## src/rtl/sys_ctrl_pkg.sv

```systemverilog
// Shared definitions for the system-controller TX framer.
//   state_e  : framer FSM encoding
//   BYTE_W   : UART byte width
//   nbytes() : bytes per ALU result
//   cnt_w()  : minimum counter width able to hold 0..max_val
package sys_ctrl_pkg;

  localparam int BYTE_W = 8;

  typedef enum logic [1:0] {
    IDLE    = 2'd0,
    ISSUE   = 2'd1,
    WAIT_HI = 2'd2,
    WAIT_LO = 2'd3
  } state_e;

  function automatic int nbytes(input int alu_w);
    return alu_w / BYTE_W;
  endfunction

  function automatic int cnt_w(input int max_val);
    return (max_val < 1) ? 1 : $clog2(max_val + 1);
  endfunction

endpackage

```

## src/rtl/sys_ctrl_req_hold.sv

```systemverilog
// One-deep request holding register with pending flag.
//   clk, rst   : clock, async active-high reset
//   vld_i      : capture strobe for din_i
//   din_i      : request payload
//   consume_i  : the framer takes the held entry this edge
//   pend_o     : an entry is held
//   dout_o     : held payload
//   drop_o     : vld_i arrived while full and not being drained (combinational)
module sys_ctrl_req_hold #(
  parameter int W = 8
) (
  input  logic         clk,
  input  logic         rst,
  input  logic         vld_i,
  input  logic [W-1:0] din_i,
  input  logic         consume_i,
  output logic         pend_o,
  output logic [W-1:0] dout_o,
  output logic         drop_o
);

  logic         pend_q, pend_d;
  logic [W-1:0] data_q, data_d;
  logic         capture;

  // A consume on the same edge frees the slot, so the new value lands in it
  // and the flag stays set; a full, undrained slot keeps its old entry.
  always_comb begin
    capture = vld_i & (~pend_q | consume_i);
    pend_d  = capture | (pend_q & ~consume_i);
    data_d  = capture ? din_i : data_q;
  end

  always_ff @(posedge clk or posedge rst) begin
    if (rst) begin
      pend_q <= 1'b0;
      data_q <= '0;
    end else begin
      pend_q <= pend_d;
      data_q <= data_d;
    end
  end

  assign pend_o = pend_q;
  assign dout_o = data_q;
  assign drop_o = vld_i & pend_q & ~consume_i;

endmodule

```

## src/rtl/sys_ctrl_tx_framer.sv

```systemverilog
// Frames register-file bytes and multi-byte ALU results onto a byte UART TX.
//   CLK, RST  : clock, async active-high reset
//   Rd_D/_VLD : register read byte and one-cycle valid
//   ALU_OUT/_VLD : ALU result and one-cycle valid
//   BUSY      : UART TX busy
//   TX_VLD    : one-cycle byte strobe, TX_IN : byte to send (held between strobes)
//   CTRL_BUSY : frame in progress or request pending
//   OVF       : one-cycle pulse when a request was dropped
module sys_ctrl_tx_framer
  import sys_ctrl_pkg::*;
#(
  parameter int ALU_W     = 16,
  parameter bit LSB_FIRST = 1'b1,
  parameter int TIMEOUT   = 16
) (
  input  logic              CLK,
  input  logic              RST,
  input  logic [BYTE_W-1:0] Rd_D,
  input  logic              Rd_D_VLD,
  input  logic [ALU_W-1:0]  ALU_OUT,
  input  logic              ALU_VLD,
  input  logic              BUSY,
  output logic              TX_VLD,
  output logic [BYTE_W-1:0] TX_IN,
  output logic              CTRL_BUSY,
  output logic              OVF
);

  localparam int NB = nbytes(ALU_W);
  localparam int CW = cnt_w(NB);
  localparam int WW = cnt_w(TIMEOUT);

  state_e            state_q, state_d;
  logic [CW-1:0]     cnt_q, cnt_d;
  logic [WW-1:0]     wait_q, wait_d;
  logic [ALU_W-1:0]  shift_q, shift_d;
  logic              tx_vld_q, tx_vld_d;
  logic [BYTE_W-1:0] tx_in_q, tx_in_d;
  logic              ovf_q, ovf_d;

  logic              data_pend, alu_pend, data_take, alu_take, data_drop, alu_drop;
  logic [BYTE_W-1:0] data_hold;
  logic [ALU_W-1:0]  alu_hold;
  logic [BYTE_W-1:0] cur_byte;

  sys_ctrl_req_hold #(.W(BYTE_W)) u_data_hold (
    .clk(CLK), .rst(RST), .vld_i(Rd_D_VLD), .din_i(Rd_D), .consume_i(data_take),
    .pend_o(data_pend), .dout_o(data_hold), .drop_o(data_drop)
  );

  sys_ctrl_req_hold #(.W(ALU_W)) u_alu_hold (
    .clk(CLK), .rst(RST), .vld_i(ALU_VLD), .din_i(ALU_OUT), .consume_i(alu_take),
    .pend_o(alu_pend), .dout_o(alu_hold), .drop_o(alu_drop)
  );

  // The byte on the wire always sits at the end of the shift register that
  // is shifted out first, so one shift direction covers every later byte.
  assign cur_byte = LSB_FIRST ? shift_q[BYTE_W-1:0] : shift_q[ALU_W-1 -: BYTE_W];

  always_comb begin
    state_d   = state_q;
    cnt_d     = cnt_q;
    wait_d    = wait_q;
    shift_d   = shift_q;
    data_take = 1'b0;
    alu_take  = 1'b0;
    // TX outputs are a register stage behind the ISSUE state; that stage is
    // what sets the three-edge request-to-strobe latency.
    tx_vld_d  = (state_q == ISSUE);
    tx_in_d   = (state_q == ISSUE) ? cur_byte : tx_in_q;
    ovf_d     = data_drop | alu_drop;

    case (state_q)
      IDLE: begin
        if (data_pend) begin
          data_take = 1'b1;
          shift_d   = LSB_FIRST ? ALU_W'(data_hold)
                                : (ALU_W'(data_hold) << (ALU_W - BYTE_W));
          cnt_d     = CW'(1);
          state_d   = ISSUE;
        end else if (alu_pend) begin
          alu_take = 1'b1;
          shift_d  = alu_hold;
          cnt_d    = CW'(NB);
          state_d  = ISSUE;
        end
      end
      ISSUE: begin
        wait_d  = '0;
        state_d = WAIT_HI;
      end
      WAIT_HI: begin
        if (BUSY) begin
          state_d = WAIT_LO;
        end else if ((TIMEOUT > 0) && (wait_q == WW'(TIMEOUT - 1))) begin
          // UART never acknowledged: re-strobe the same byte.
          state_d = ISSUE;
        end else begin
          wait_d = wait_q + 1'b1;
        end
      end
      WAIT_LO: begin
        if (!BUSY) begin
          if (cnt_q > CW'(1)) begin
            cnt_d   = cnt_q - 1'b1;
            shift_d = LSB_FIRST ? (shift_q >> BYTE_W) : (shift_q << BYTE_W);
            state_d = ISSUE;
          end else begin
            state_d = IDLE;
          end
        end
      end
      default: state_d = IDLE;
    endcase
  end

  always_ff @(posedge CLK or posedge RST) begin
    if (RST) begin
      state_q  <= IDLE;
      cnt_q    <= '0;
      wait_q   <= '0;
      shift_q  <= '0;
      tx_vld_q <= 1'b0;
      tx_in_q  <= '0;
      ovf_q    <= 1'b0;
    end else begin
      state_q  <= state_d;
      cnt_q    <= cnt_d;
      wait_q   <= wait_d;
      shift_q  <= shift_d;
      tx_vld_q <= tx_vld_d;
      tx_in_q  <= tx_in_d;
      ovf_q    <= ovf_d;
    end
  end

  assign TX_VLD    = tx_vld_q;
  assign TX_IN     = tx_in_q;
  assign OVF       = ovf_q;
  assign CTRL_BUSY = (state_q != IDLE) | data_pend | alu_pend;

endmodule

```

## config.mk

```make
export PLATFORM = sky130hd
export DESIGN_NAME = sys_ctrl_tx_framer
export DESIGN_NICKNAME = d
export VERILOG_FILES = /design/src/rtl/sys_ctrl_pkg.sv /design/src/rtl/sys_ctrl_req_hold.sv /design/src/rtl/sys_ctrl_tx_framer.sv
export SDC_FILE = /design/constraint.sdc
export NUM_CORES = 1
export LEC_CHECK = 0
export ABC_AREA = 1
export CORE_MARGIN = 1.5
export CORE_UTILIZATION = 54
export DETAILED_ROUTE_END_ITERATION = 10
export PLACE_DENSITY = 0.82
export SYNTH_ARGS = -nofsm -noshare
export SYNTH_HDL_FRONTEND = slang
export SYNTH_SLANG_ARGS = --single-unit
```

## constraint.sdc

```tcl
create_clock -name CLK -period 2.3 [get_ports CLK]
set_input_delay 0.46 -clock CLK [delete_from_list [all_inputs] [get_ports CLK]]
set_output_delay 0.46 -clock CLK [all_outputs]
set_load 0.01 [all_outputs]
```

=== Word-level counts from Yosys, hierarchy flattened ===
Index checks and enable logic that the tools add are counted.

* Bits of input ports: 29
* Memories: 0
* Flip-flop bits (word level): 61
* Output and inout bits: 11
* RAM bits: 0
* Memory bits (read-only): 0
* Latch bits: 0
* Logic and storage cells: 75

* Multiply operators: 0
* Reduce and logical (&&, ||, !) cells: 7
* Divide/modulo/power cells: 0
* Equality and inequality tests: 10
* Shifts and indexed selects: 0
* Add/subtract/negate cells: 2
* Mux-type cells: 25
* Magnitude comparators: 1
* Bitwise operators: 19

{| class="wikitable"
|+ Operators with widths
! operator !! count
|-
| $mux W16 || 4
|-
| $pmux W16 S2 || 1
|-
| $mux W2 || 9
|-
| $mux W5 || 2
|-
| $pmux W5 S2 || 1
|-
| $and A1 B1 Y1 || 8
|-
| $ne A2 B2 Y1 const B || 4
|-
| $pmux W2 S4 || 1
|-
| $or A1 B1 Y1 || 7
|-
| $mux W1 || 6
|-
| $reduce_and A3 Y1 || 2
|-
| $reduce_bool A2 Y1 || 3
|-
| $add A5 B1 Y5 const B || 1
|-
| $eq A5 B4 Y1 const B || 1
|-
| $eq A2 B2 Y1 const B || 2
|-
| $not A1 Y1 || 4
|-
| $pmux W2 S2 || 1
|-
| $reduce_and A4 Y1 || 1
|-
| $ne A3 B1 Y1 const B || 1
|-
| $ne A3 B3 Y1 const B || 1
|-
| $eq A2 B1 Y1 const B || 1
|-
| $gt A2 B1 Y1 const B || 1
|-
| $logic_not A2 Y1 || 1
|-
| $sub A2 B1 Y2 const B || 1
|}

=== Longest topological paths before layout ===
* Depth after elaboration: 6
* Gate-level depth with buffers: 10

=== Cells and area by module ===
Synthesis repeated with hierarchy kept, for this count alone.

* Cells, all modules: 356
* Area total of the unflattened synthesis: 2,990.4 um^2

{| class="wikitable"
|+ By module, submodules not included
! module !! area an instance (um^2) !! cells an instance !! times used
|-
| sys_ctrl_tx_framer || 1,851.8 || 238 || 1
|-
| sys_ctrl_req_hold (u_alu_hold) || 700.7 || 76 || 1
|-
| sys_ctrl_req_hold (u_data_hold) || 437.9 || 42 || 1
|}

=== Worst setup path after synthesis ===
Ideal clock, no wire load.

* Path kind: register to register
* Start: register wait_q[0]
* End: register wait_q[3]
* Data required time: 2.178 ns
* Path slack: 0.887 ns
* Arrival time: 1.290 ns
* Stages on the path, launching flop included: 9
* Path through: dfrtp_1 ha_1 nand2_1 nor2_1 ha_1 nor2_1 nand2_1 nor3_1 nor2_1

* Word-level cells in the longest chain between the ends: 4

{| class="wikitable"
|+ Ends and longest elaborated chain
! element !! RTL line !! RTL
|-
| from (decl) || sys_ctrl_tx_framer.sv:35 || <nowiki>logic [WW-1:0] wait_q, wait_d;</nowiki>
|-
| from (signal assigned) || sys_ctrl_tx_framer.sv:129 || <nowiki>wait_q <= wait_d;</nowiki>
|-
| $add A5 B1 Y5 || sys_ctrl_tx_framer.sv:99 || <nowiki>wait_d = wait_q + 1'b1;</nowiki>
|-
| $mux W5 || sys_ctrl_tx_framer.sv:95 || <nowiki>end else if ((TIMEOUT > 0) && (wait_q == WW'(TIMEOUT - 1))) begin</nowiki>
|-
| $mux W5 || sys_ctrl_tx_framer.sv:93 || <nowiki>if (BUSY) begin</nowiki>
|-
| $pmux W5 S2 || sys_ctrl_tx_framer.sv:73 || <nowiki>case (state_q)</nowiki>
|}

Parallel ways exist; a longest one is shown, timed or not. The select of a mux whose other input is x is not followed.
A chain may end at the register's enable or synchronous reset.

=== Final worst setup path ===
* Start: register state_q[1]
* End: output port CTRL_BUSY

* Word-level cells in the longest chain between the ends: 3

{| class="wikitable"
|+ Ends and longest elaborated chain
! element !! RTL line !! RTL
|-
| from (decl) || sys_ctrl_tx_framer.sv:33 || <nowiki>state_e state_q, state_d;</nowiki>
|-
| from (signal assigned) || sys_ctrl_tx_framer.sv:127 || <nowiki>state_q <= state_d;</nowiki>
|-
| $reduce_bool A2 Y1 || sys_ctrl_tx_framer.sv:140 || <nowiki>assign CTRL_BUSY = (state_q != IDLE) | data_pend | alu_pend;</nowiki>
|-
| $or A1 B1 Y1 (2 in a row) || sys_ctrl_tx_framer.sv:140 ||
|-
| to (decl) || sys_ctrl_tx_framer.sv:25 || <nowiki>output logic CTRL_BUSY,</nowiki>
|}

No other way between the ends.

==> metrics.md <==
| Metric | Value |
|---|---|
| DR pass1 iterations | `6` |
| Reg power frac | `between 40% and 50%` |
| Internal power | `about 2500 µW` |
| Share of cells above drive strength 1 | `under 10%` |
| Status | `finished, final reports clean` |
| Longest Clk Path Bufs | `2` |
| Fin nets | `approximately 430` |
| Setup bufs post-CTS | `0` |
| Largest net degree at the start of global routing | `30` |
| Total global-route track usage | `between 20 and 25%` |
| CP max FO | `5` |
| Placed wire-length estimate | `around 3700 µm` |
| Worst slew pin tran | `~0.61 ns` |
| Area grow syn2layout | `20.69%` |
| Starting DRC count in detailed routing | `about 140` |
| Mapped Cells | `358` |
| Total congestion overflow | `0` |
| Final Util | `67.17%` |
| Synth Net Count | `between 300 and 400` |
| Worst endpoint data arrival time | `1.69 ns` |
| Buffers on Ports | `39` |
| Worst reg-to-reg setup slack | `0.50 ns` |
| Hold_buf cts | `0` |
| Comb pwr share | `roughly 39%` |
| GR Util met2 | `~37%` |
| Root Driver | `clkbuf_8` |
| Pwr Density | `around 1200 nW/µm²` |
| Final cycle utilization of the critical path | `approximately 93%` |
| Chip Width | `between 70 and 80 µm` |
| Final Hold Viols | `0` |
| I/O pin cnt | `40` |
| Die Ht | `~75 µm` |
| R2R depth | `7` |
| Detailed-route via count | `between 2000 and 2500` |
| Fill count | `a little over 400` |
| Static Leakage | `roughly 0.0018 µW` |
| Crit. End Element | `output port` |
| Vias in the first global route | `~2200` |
| Setup crit start kind | `flop` |
| Rows | `26` |
| Max rail drop VDD | `slightly above 0.0008 V` |
| Clock-pin slew of the registers on the worst-case setup and hold paths | `0.06 ns` |
| Cell Area, Synth | `about 2800 µm²` |
| CTS Buf Count | `9` |
| Antenna viol nets, final | `0` |
| Library cells used by synthesis | `24` |
| Crit. Startpoint | `state_q[1]` |
| FMAX | `about 470 MHz` |
| DRC viols | `0` |
| Max-Cap Viols | `0` |
| Layout Skew | `approximately 0.0087 ns` |
| Sw power | `1670 µW` |
| Initial antenna violation count | `0` |
| Worst Setup EP | `CTRL_BUSY` |
| Final min period | `2.147 ns` |
| DR WL/cell | `approximately 11 µm` |
| Max Slew Vio Count | `0` |
| Setup Crit Path Kind | `flop to output port` |
| Syn Area/Cell | `7.839 µm²` |
| Relative slew slack | `between 50% and 60%` |
| Sw Ratio | `40.05%` |
| Clk Latency, worst-skew pair | `0.33 ns` |
| GP Congestion | `about 0.80` |
| Clock power frac | `about 18%` |
| CTS H-tree lvls | `3` |
| Sequential cell area fraction in the yosys report | `54.39%` |
| Synth warn | `0` |
| Drt total wl | `between 5000 and 6000 µm` |
| Final Setup Violations | `0` |
| RSZ-0062 raised after global routing | `no` |
| Worst EP required | `1.84 ns` |
| Met3 Use GR | `under 10%` |
| PostCTS Resize Cnt | `0` |
| First-pass GRT wire length | `8997 µm` |
| TritonCTS Sinks | `61` |
| Synth area leader | `dfrtp_1` |
| Routing usage on met1 | `between 20% and 30%` |
| End of the worst register-to-register path | `shift_q[6]` |
| Worst Hold Class | `flop to flop` |
| Most Used Layer, Global Route | `met2` |
| Vias per cell | `approximately 4.8` |
| FF+latch count, synth | `61` |
| Dominant cells by area after synthesis | `dfrtp_1 54%, nand2_1 29%, nand3_1 2.1%, nor2_1 2.1%, buf_6 2.0%` |
| Die area | `around 5600 µm²` |
| Reg2Reg Launch Point | `state_q[1]` |
| CORE AREA | `around 5000 µm²` |
| CTS tree | `built` |
| Diodes inserted | `0` |
| Initial Util | `55.66%` |
| Setup_tns | `0 ns` |
| Synth top area share | `54.39%` |
[critical path, stage by stage (launching register included)]
cell	delay (ns)
dfrtp_1	0.44
nor2_1	0.22
nand3_2	0.18
clkdlybuf4s50_1	0.52
[how the worst min path moves through the flow]
stage | from | endpoint | cells past startpoint
6_report | shift_q[8] | shift_q[8] | 2
5_1_grt | shift_q[13] | shift_q[13] | 2
4_1_cts | TX_IN[3] | TX_IN[3] | 2
3_5_place_dp | TX_IN[2] | TX_IN[2] | 2
3_3_place_gp | TX_IN[6] | TX_IN[6] | 2
2_1_floorplan | u_data_hold.dout_o[0] | u_data_hold.dout_o[0] | 2
[power by group through the flow]
| stage | logic [µW] | registers (µW) | clock network [µW] |
|---|---|---|---|
| finish | 1620 | 1780 | 768 |
| global route | 1900 | 1830 | 833 |
| CTS | 1640 | 1780 | 784 |
| detailed placement | 1630 | 1790 | 0 |
| global placement | 1580 | 1770 | 0 |
| floorplan | 1290 | 1750 | 0 |
[per-stage QoR]
step / hold slack (ns) / area, µm² / worst slack (ns) / total power [µW] / instances
finish: 0.4698 / 3387 / 0.1527 / 4170 / 474
global route: 0.4836 / 3387 / 0.05258 / 4569 / 474
CTS: 0.4736 / 3387 / 0.1240 / 4202 / 474
detailed placement: 0.4575 / 3228 / 0.4751 / 3427 / 458
global placement: 0.4522 / 3228 / 0.5461 / 3353 / 458
floorplan: 0.4417 / 2806 / 0.3270 / 3047 / 358
[metal layers]
metal / share of wire (%) / up-vias
met5: 0 / -
met3: 4.0 / 8
met2: 50 / 54
li1: - / 1177
met1: 44 / 1037
met4: 1.8 / 0
[logic make-up after synthesis]
family,after synthesis,synth area share (%)
AND/OR/NAND/NOR,257,36.91
flip-flops,61,54.39
buffers and inverters,27,5.260
AO/OA/AOI/OAI,9,1.783
adder cells (fa/ha/maj),3,1.338
XOR/XNOR,1,0.3121
[synthesized netlist by cell type, drive strengths merged]
master / number
clkbuf: 1
a21boi: 1
buf: 11
o21ai: 2
nand2: 224
ha: 3
dfrtp: 61
nor2: 18
nor3: 1
a21oi: 4
inv: 15
xnor2: 1
o22ai: 2
nand3: 14
[cell usage in the layout (no fill, tap or decap), drive strengths merged]
master / n
dfrtp: 61
clkbuf: 11
nor3: 1
buf: 3
o22ai: 2
clkinvlp: 1
nor2: 18
a21boi: 1
a21oi: 4
inv: 15
clkinv: 4
o21ai: 2
clkdlybuf4s50: 39
nand2: 224
nand3: 14
ha: 3
xnor2: 1
[flip-flops by register name (all words and copies together) (netlist names)]
register            flops
OVF                     1
TX_IN                   8
TX_VLD                  1
cnt_q                   2
shift_q                16
state_q                 2
u_alu_hold.dout_o      16
u_alu_hold.pend_o       1
u_data_hold.dout_o      8
u_data_hold.pend_o      1
wait_q                  5
[cell type report]
class	instances	area, µm²	area share, %
multi-input cells	270	1132	33.43
inverters	15	56.30	1.662
flip-flops and latches	61	1526	45.07
clock inverters	5	27.53	0.8127
well taps	70	87.58	2.586
repair buffers	42	425.4	12.56
clock buffers	11	131.4	3.879
Power figures use the tool's default switching activity.
